$ cat src/rtl/float_pkg.sv
// Shared floating-point types: rounding-mode encodings used by the rounder and its wrappers.
package float_pkg;

  typedef enum logic [2:0] {
    RNE = 3'b000,
    RTZ = 3'b001,
    RDN = 3'b010,
    RUP = 3'b011,
    RMM = 3'b100
  } round_mode_t;

endpackage

$ cat src/rtl/float_rounder.sv
// Combinational mantissa rounder: applies the rounding mode to {round, sticky} and adds the
// increment with carry-out. Unknown modes fall back to round-toward-zero and are flagged.
module float_rounder
  import float_pkg::*;
#(
  parameter int unsigned N = 8
) (
  input  logic         sign_i,
  input  logic [N-1:0] mant_i,
  input  logic [1:0]   rs_i,
  input  logic [2:0]   rm_i,
  output logic [N:0]   result_o,
  output logic         inexact_o,
  output logic         illegal_rm_o
);

  logic rnd, stk, inc;

  assign rnd = rs_i[1];
  assign stk = rs_i[0];

  always_comb begin
    inc          = 1'b0;
    illegal_rm_o = 1'b0;
    case (rm_i)
      RNE:     inc = rnd & (stk | mant_i[0]);
      RTZ:     inc = 1'b0;
      RDN:     inc = (rnd | stk) & sign_i;
      RUP:     inc = (rnd | stk) & ~sign_i;
      RMM:     inc = rnd;
      default: illegal_rm_o = 1'b1;
    endcase
  end

  assign result_o  = {1'b0, mant_i} + {{N{1'b0}}, inc};
  assign inexact_o = rnd | stk;

endmodule

$ cat src/rtl/float_round_arb.sv
// Arbitrated rounding stage: picks one requester per load, rounds its mantissa and holds the
// result in a single output register. Define FLOAT_ROUND_ARB_RR_EN for round-robin arbitration.
module float_round_arb
  import float_pkg::*;
#(
  parameter int unsigned N       = 8,
  parameter int unsigned NUM_REQ = 2,
  localparam int unsigned IdW    = (NUM_REQ > 1) ? $clog2(NUM_REQ) : 1
) (
  input  logic                   clk,
  input  logic                   rst_n,
  input  logic [NUM_REQ-1:0]     req_valid,
  output logic [NUM_REQ-1:0]     req_ready,
  input  logic [NUM_REQ-1:0]     req_sign,
  input  logic [NUM_REQ*N-1:0]   req_mant,
  input  logic [NUM_REQ*2-1:0]   req_sticky,
  input  logic [NUM_REQ*3-1:0]   req_rm,
  output logic                   out_valid,
  input  logic                   out_ready,
  output logic [IdW-1:0]         out_id,
  output logic [N:0]             out_result,
  output logic                   out_inexact,
  output logic                   out_illegal_rm
);

  typedef enum logic {StEmpty, StFull} state_e;

  state_e state_q, state_d;

  logic [IdW-1:0] gnt_idx;
  logic           gnt_found;
  logic           load;

  logic           g_sign;
  logic [N-1:0]   g_mant;
  logic [1:0]     g_rs;
  logic [2:0]     g_rm;
  logic [N:0]     rnd_result;
  logic           rnd_inexact, rnd_illegal;

  logic [IdW-1:0] id_q;
  logic [N:0]     result_q;
  logic           inexact_q, illegal_q;

`ifdef FLOAT_ROUND_ARB_RR_EN
  logic [IdW-1:0] ptr_q;
  int unsigned    cand;

  // Search starts at the pointer and wraps, so the last winner has lowest priority next time.
  always_comb begin
    gnt_found = 1'b0;
    gnt_idx   = '0;
    cand      = 0;
    for (int unsigned k = 0; k < NUM_REQ; k++) begin
      cand = (32'(ptr_q) + k) % NUM_REQ;
      if (!gnt_found && req_valid[cand]) begin
        gnt_found = 1'b1;
        gnt_idx   = IdW'(cand);
      end
    end
  end

  always_ff @(posedge clk or negedge rst_n) begin
    if (!rst_n) begin
      ptr_q <= '0;
    end else if (load) begin
      ptr_q <= (gnt_idx == IdW'(NUM_REQ - 1)) ? '0 : gnt_idx + 1'b1;
    end
  end
`else
  always_comb begin
    gnt_found = 1'b0;
    gnt_idx   = '0;
    for (int unsigned k = 0; k < NUM_REQ; k++) begin
      if (!gnt_found && req_valid[k]) begin
        gnt_found = 1'b1;
        gnt_idx   = IdW'(k);
      end
    end
  end
`endif

  // rst_n gates load so no handshake can occur while reset is held.
  assign load = rst_n & ((state_q == StEmpty) | out_ready) & gnt_found;

  assign g_sign = req_sign[gnt_idx];
  assign g_mant = req_mant[32'(gnt_idx) * N +: N];
  assign g_rs   = req_sticky[32'(gnt_idx) * 2 +: 2];
  assign g_rm   = req_rm[32'(gnt_idx) * 3 +: 3];

  float_rounder #(
    .N (N)
  ) u_rounder (
    .sign_i       (g_sign),
    .mant_i       (g_mant),
    .rs_i         (g_rs),
    .rm_i         (g_rm),
    .result_o     (rnd_result),
    .inexact_o    (rnd_inexact),
    .illegal_rm_o (rnd_illegal)
  );

  always_ff @(posedge clk or negedge rst_n) begin
    if (!rst_n) begin
      state_q <= StEmpty;
    end else begin
      state_q <= state_d;
    end
  end

  always_comb begin
    state_d = state_q;
    unique case (state_q)
      StEmpty: if (load) state_d = StFull;
      StFull:  if (out_ready && !load) state_d = StEmpty;
      default: state_d = StEmpty;
    endcase
  end

  always_comb begin
    req_ready = '0;
    if (load) req_ready = NUM_REQ'(1) << gnt_idx;
  end

  always_ff @(posedge clk or negedge rst_n) begin
    if (!rst_n) begin
      id_q      <= '0;
      result_q  <= '0;
      inexact_q <= 1'b0;
      illegal_q <= 1'b0;
    end else if (load) begin
      id_q      <= gnt_idx;
      result_q  <= rnd_result;
      inexact_q <= rnd_inexact;
      illegal_q <= rnd_illegal;
    end
  end

  assign out_valid      = (state_q == StFull);
  assign out_id         = id_q;
  assign out_result     = result_q;
  assign out_inexact    = inexact_q;
  assign out_illegal_rm = illegal_q;

endmodule

$ cat config.mk
export PLATFORM = sky130hd
export DESIGN_NAME = float_round_arb
export DESIGN_NICKNAME = d
export VERILOG_FILES = /design/src/rtl/float_pkg.sv /design/src/rtl/float_rounder.sv /design/src/rtl/float_round_arb.sv
export SDC_FILE = /design/constraint.sdc
export NUM_CORES = 1
export LEC_CHECK = 0
export ABC_CLOCK_PERIOD_IN_PS = 1650
export BUFFER_PORTS_ARGS = -buffer_cell sky130_fd_sc_hd__buf_2
export CELL_PAD_IN_SITES_DETAIL_PLACEMENT = 0
export CELL_PAD_IN_SITES_GLOBAL_PLACEMENT = 1
export CORE_MARGIN = 1
export CORE_UTILIZATION = 34
export DETAILED_ROUTE_END_ITERATION = 12
export GPL_TIMING_DRIVEN = 0
export PLACE_DENSITY = 0.84
export SYNTH_ARGS = -nofsm -noshare
export SYNTH_HDL_FRONTEND = slang
export SYNTH_SLANG_ARGS = --single-unit
$ cat constraint.sdc
create_clock -name clk -period 1.65 [get_ports clk]
set_input_delay 0.33 -clock clk [delete_from_list [all_inputs] [get_ports clk]]
set_output_delay 0.33 -clock clk [all_outputs]
set_load 0.02 [all_outputs]
* Word-level counts from Yosys, hierarchy flattened *
Index checks and enable logic that the tools add are counted.

word-level totals
  register bits after elaboration = 13
  bits of input ports = 33
  output and inout port bits = 15
  logic and storage cells = 43

cells by class
  add/sub/neg operators = 1
  $mul = 1
  magnitude comparators = 1
  eq/ne operators = 4
  shifts and indexed selects = 4
  multiplexer cells = 11
  bitwise gates (word level) = 10
  reduce and logical (&&, ||, !) cells = 6

operator list
  kind                                                        count
  indexed part select 16 x 5 -> 8 bit                         1
  adder 8 x 1 -> 9 bit                                        1
  two-way mux 1 bit                                           8
  equality test 3 x 2 -> 1 bit, second input constant         2
  indexed part select 6 x 4 -> 3 bit                          1
  bitwise AND 1 bit                                           5
  OR reduction 5 bit                                          1
  case mux 1 bit (4 select lines)                             1
  indexed part select 4 x 3 -> 2 bit                          1
  equality test 3 x 1 -> 1 bit, second input constant         1
  equality test 3 bit, second input constant                  1
  zero test 3 bit                                             1
  multiplier 1 x 2 -> 3 bit, second input constant            1
  bitwise OR 1 bit                                            3
  logical AND 1 bit                                           2
  zero test 1 bit                                             2
  less-than comparator 1 x 2 -> 1 bit, second input constant  1
  two-way mux 2 bit                                           1
  inverter 1 bit                                              2
  case mux 1 bit (2 select lines)                             1
  left shift 1 x 1 -> 2 bit, first input constant             1

* Longest topological paths before layout *
  depth after elaboration = 10
  depth in mapped cells = 12
  gate-level depth less buffers = 10

* Cells and area by module *
A second synthesis with hierarchy kept.

unflattened totals
  cells, all modules = 76
  area total of the unflattened synthesis = 950.9 sq um

modules (own cells, without submodules)
  module           times used  cells each  area an instance (sq um)  seq. area each (sq um)
  float_round_arb  1           50          768.2                     325.3
  float_rounder    1           26          182.7                     0.0

* Least setup slack after synthesis *
Ideal clock, no wire load.

  path type = input -> register
  start point = in req_valid[0]
  end point = reg result_q[6], in the netlist out_result[6]
  library setup time = 125 ps
  arrival time = 2049 ps
  data required time = 1525 ps
  path slack = -524 ps
  cell stages on the path = 11
  buffers on the path = 2
  cells stage by stage = nand2b_4 buf_12 buf_2 nor4b_1 o21ai_0 o31ai_1 ha_1 ha_1 nor2b_1 and3_4 o31ai_2

between the ends
  cells in the longest elaborated chain, start to end = 10
  elaborated cells between the ends (all ways) = 24
  those cells by class = 1 x add/sub; 1 x mul; 3 x eq/ne; 3 x shift; 6 x mux; 7 x bitwise; 3 x reduce/logical

ends and longest elaborated chain
  what                                                                          line                    RTL
  from (decl)                                                                   float_round_arb.sv:12   input logic [NUM_REQ-1:0] req_valid,
  two-way mux 1 bit (*)                                                         float_round_arb.sv:75   if (!gnt_found && req_valid[k]) begin
  parallel branches: the longest is 9 deep, another holds adder 8 x 1 -> 9 bit  --
  to (signal assigned)                                                          float_round_arb.sv:133  result_q <= rnd_result;
  to (decl)                                                                     float_round_arb.sv:42   logic [N:0] result_q;

Every way passes the cells marked *. The select of a mux whose other input is x is not followed.
A chain may end at the register's enable or synchronous reset.

* Worst setup path in the final report *
  start point = in req_valid[0]
  end point = reg result_q[7], in the netlist out_result[7]

Same word-level chain as after synthesis.

==> qor.csv <==
stage;metric;value;unit
outcome;status;finished with violations;
outcome;violated checks;setup timing;
synth;synth unique cells;32;
cts;Worst-Skew Late Latency;0.28;ns
power;Power per Cell Area;682;nW/um^2
floorplan;Row Count;18;
synth;Synth area leaders;dfrtp_1 (35%), nand2_1 (9.6%), mux2i_1 (7.5%);
sta;RSZ-0062 raised after global routing;true;
setup_path;critical path arrival;1.99;ns
setup_path;Buf/Inv on CP;4;
synth;post-synthesis sequential area ratio;34.8;%
sta;Tightest Pin Transition;0.645;ns
synth;Syn Inst Count;105;
setup_path;maximum fanout along the worst path;5;
floorplan;io pins;48;
drt;WL per Instance;13.5;microns
setup_path;nature of the critical path endpoint;flop;
sta;Slew HR;56.9;%
placement;Setup Slack @ Placement;-0.668;ns
placement;Port Buffers;47;
synth;EDFF count, synth;0;
synth;post-synthesis register bit count;13;
drt;TritonRoute pass-1 iters;3;
setup_path;Setup CP Type;primary input to flop;
cells_and_area;diode count;0;
power;Seq pwr share;37.4;%
cells_and_area;commonest non-fill, non-tap cell in the layout;buf_2;
floorplan;height of the die;54.5;microns
power;switching share of power;36.0;%
placement;Final GP Congestion;0.893;
setup_path;worst r2r src;out_valid$_DFF_PN0_;
setup_path;CP required;1.82;ns
setup_path;Critical Path Max Stage Delay;0.25;ns
global_route;global route total overflow;0;
power;Clock Power Share;20.0;%
synth;share of the synthesized area in the top cell type;34.8;%
cts;Root Driver;clkbuf_4;
hold_path;Hold Path End;out_valid$_DFF_PN0_;
sta;post-route setup TNS;-0.862;ns
sta;Final setup viols;8;
power;Internal Pwr Total;681;uW
cells_and_area;area of the multi-input gates;683;sq um
power;Lkg Pwr;0.000799;uW
drt;# DRC;0;
placement;hpwl dp;1890;microns
drt;Routed Antenna Nets;0;
setup_path;Slowest cell on crit path;ha_2;
synth;Avg Cell Area, Syn;8.91;sq um
power;Peak supply drop;0.537;mV
global_route;first-pass GRT wire length;4060;microns
cells_and_area;most frequent cells in the layout;buf_2 (42), nand2_1 (23), buf_4 (15);
drt;Vias;1001;
hold_path;type of the worst min-delay path;primary input to flop;
global_route;gr usage total;19.5;%
cts;CTS tree;done;
cts;CTS max path bufs;2;
setup_path;cells on worst reg2reg path;5;
cells_and_area;filler instances;226;
hold_path;HP Start;req_valid[0];
sta;Pins Over Slew Limit;0;
cts;Sink Count;13;
global_route;initial antenna violation count;0;
global_route;vias in the first global route;925;
synth;Post-Syn Nets;140;
synth;Synth Cell Area;936;sq um
synth;dominant cell type by area after synthesis;dfrtp_1;
drt;Post-Route WL;2730;microns
hold_path;Worst Hold Depth;3;
cells_and_area;register area;325;sq um
cts;TritonCTS Buffers;3;
sta;Final WS setup;-0.166;ns
cts;Reg clk slew, reported paths;0.09;ns
sta;final hold vios;0;
global_route;pin count of the biggest net entering global routing;14;
sta;Max Fclk;0.551;GHz
synth;top_reg_cell synth;dfrtp_1;
drt;via density per instance;4.96;
setup_path;Top delay family on crit path;buffers and inverters;
cells_and_area;Layout Nets;208;
power;Net Switching;382;uW
floorplan;die area;2970;sq um
power;combinational power share;42.7;%
cells_and_area;Layout area overhead;66.6;%
synth;Syn. warnings;0;
floorplan;CORE AREA;2540;sq um
setup_path;Reg2Reg Setup Slack;0.31;ns
sta;period utilization;110;%
drt;DR iter-0 viols;7;
setup_path;Crit Reg-Reg Endpoint;out_inexact$_DFFE_PN0P_;
floorplan;Initial Util;36.8;%
setup_path;Cell Chain, Critical Path;buf_8, nand2b_4, buf_12, nor3_4, nor2_2, o31ai_1, ha_2, buf_4, buf_6, nand4_1, xnor2_1, o21ai_1;
sta;min Tclk post-route;1.82;ns
job;max_cap viols;0;
sta;Clock Skew;0.000530;ns
floorplan;Die X-Extent;54.5;microns
cells_and_area;share of layout cells above drive strength 1;54.7;%
synth;asr flop ratio synth;100;%
cts;H-Tree Depth;1;
setup_path;Worst setup SP type;primary input;
## power groups by stage
| stage | Clock, uW | Sequential (uW) | Combinational (uW) |
|---|---|---|---|
| 4_1_cts | 212 | 397 | 410 |
| 5_1_grt | 232 | 401 | 492 |
| 3_3_place_gp | 0 | 401 | 362 |
| 6_report | 212 | 397 | 453 |
| 3_5_place_dp | 0 | 403 | 368 |
| 2_1_floorplan | 0 | 470 | 157 |
## worst register-to-register path: cells and delay by family, from the launching register on
kind | cells | cell delay, ns
buffers and inverters | 2 | 0.27
flip-flops | 1 | 0.40
multiplexers | 1 | 0.30
AND/OR/NAND/NOR | 2 | 0.26
## flip-flops by register name, summed over array words and instances (netlist names)
signal          count
out_result          9
out_inexact         1
out_valid           1
out_illegal_rm      1
out_id              1
## metal layers
layer	part of all wire [%]	vias up	global-route usage, %
met5	0	-	0
met4	0.37	0	8.97
met3	5.8	2	4.44
met2	50	29	31.7
met1	44	470	24.4
li1	-	500	-
## what timing repair did
item                                    4_1_cts  5_1_grt
pin swaps                                     4        8
endpoints found under the setup margin       11       11
hold endpoints to repair                     13        0
gates resized for setup                      18       20
hold buffers                                  1        0
setup buffers                                 8        8
gates cloned                                  1        0
## cells by family (layout without fill, tap and decap cells)
family	count (synthesis)	in the layout	synth area share, %
xor gates and xnor gates	6	6	5.61
and+or+nand+nor	52	52	27.0
buffers and inverters	5	72	4.14
adders and majority gates	2	2	2.67
DFF	13	13	34.8
AOI/OAI and AO/OA	15	15	10.8
muxes	12	12	15.0
## Yosys cell counts (2+ instances only)
master    count
nor3_1        6
o21ai_1       4
nand2b_1      2
buf_2         3
nor4b_1       2
ha_1          2
dfrtp_1      13
o21ai_0       4
and3_1        2
nor2b_1       2
mux2_2        2
xnor2_1       5
a21o_1        2
mux2i_1       7
nor2_1        9
nand2_1      24
## metrics by stage
| step | utilization [%] | power, uW | std cells | hold slack, ns | area [sq um] |
|---|---|---|---|---|---|
| after floorplan | - | 627 | 105 | 0.0344 | 985 |
| after global placement | 49.4 | 762 | 182 | 0.236 | 1260 |
| after detailed placement | 49.4 | 770 | 182 | 0.247 | 1260 |
| after CTS | 55.6 | 1020 | 194 | 0.312 | 1420 |
| after global routing | 61.3 | 1120 | 202 | 0.402 | 1560 |
| final | 61.3 | 1060 | 202 | 0.358 | 1560 |
## cell type report
cell class,count,area share (%)
clock buffer,4,1.69
multi-input combinational,87,43.8
timing repair buffer,65,27.7
sequential,13,20.9
tap,30,2.41
buffer,3,3.53
## how the worst max path moves through the flow
stage                  from                         to  cells past startpoint  slack (ns)
6_report       req_valid[0]  out_result[7]$_DFFE_PN0P_                     12       -0.17
4_1_cts        req_valid[0]  out_result[6]$_DFFE_PN0P_                     11       -0.20
2_1_floorplan  req_valid[0]  out_result[6]$_DFFE_PN0P_                     11       -0.38
5_1_grt        req_valid[0]  out_result[6]$_DFFE_PN0P_                     11       -0.27
3_5_place_dp   req_valid[0]  out_result[6]$_DFFE_PN0P_                     13       -0.67
3_3_place_gp   req_valid[0]  out_result[4]$_DFFE_PN0P_                     13       -0.65
Power figures use the tool's default switching activity.
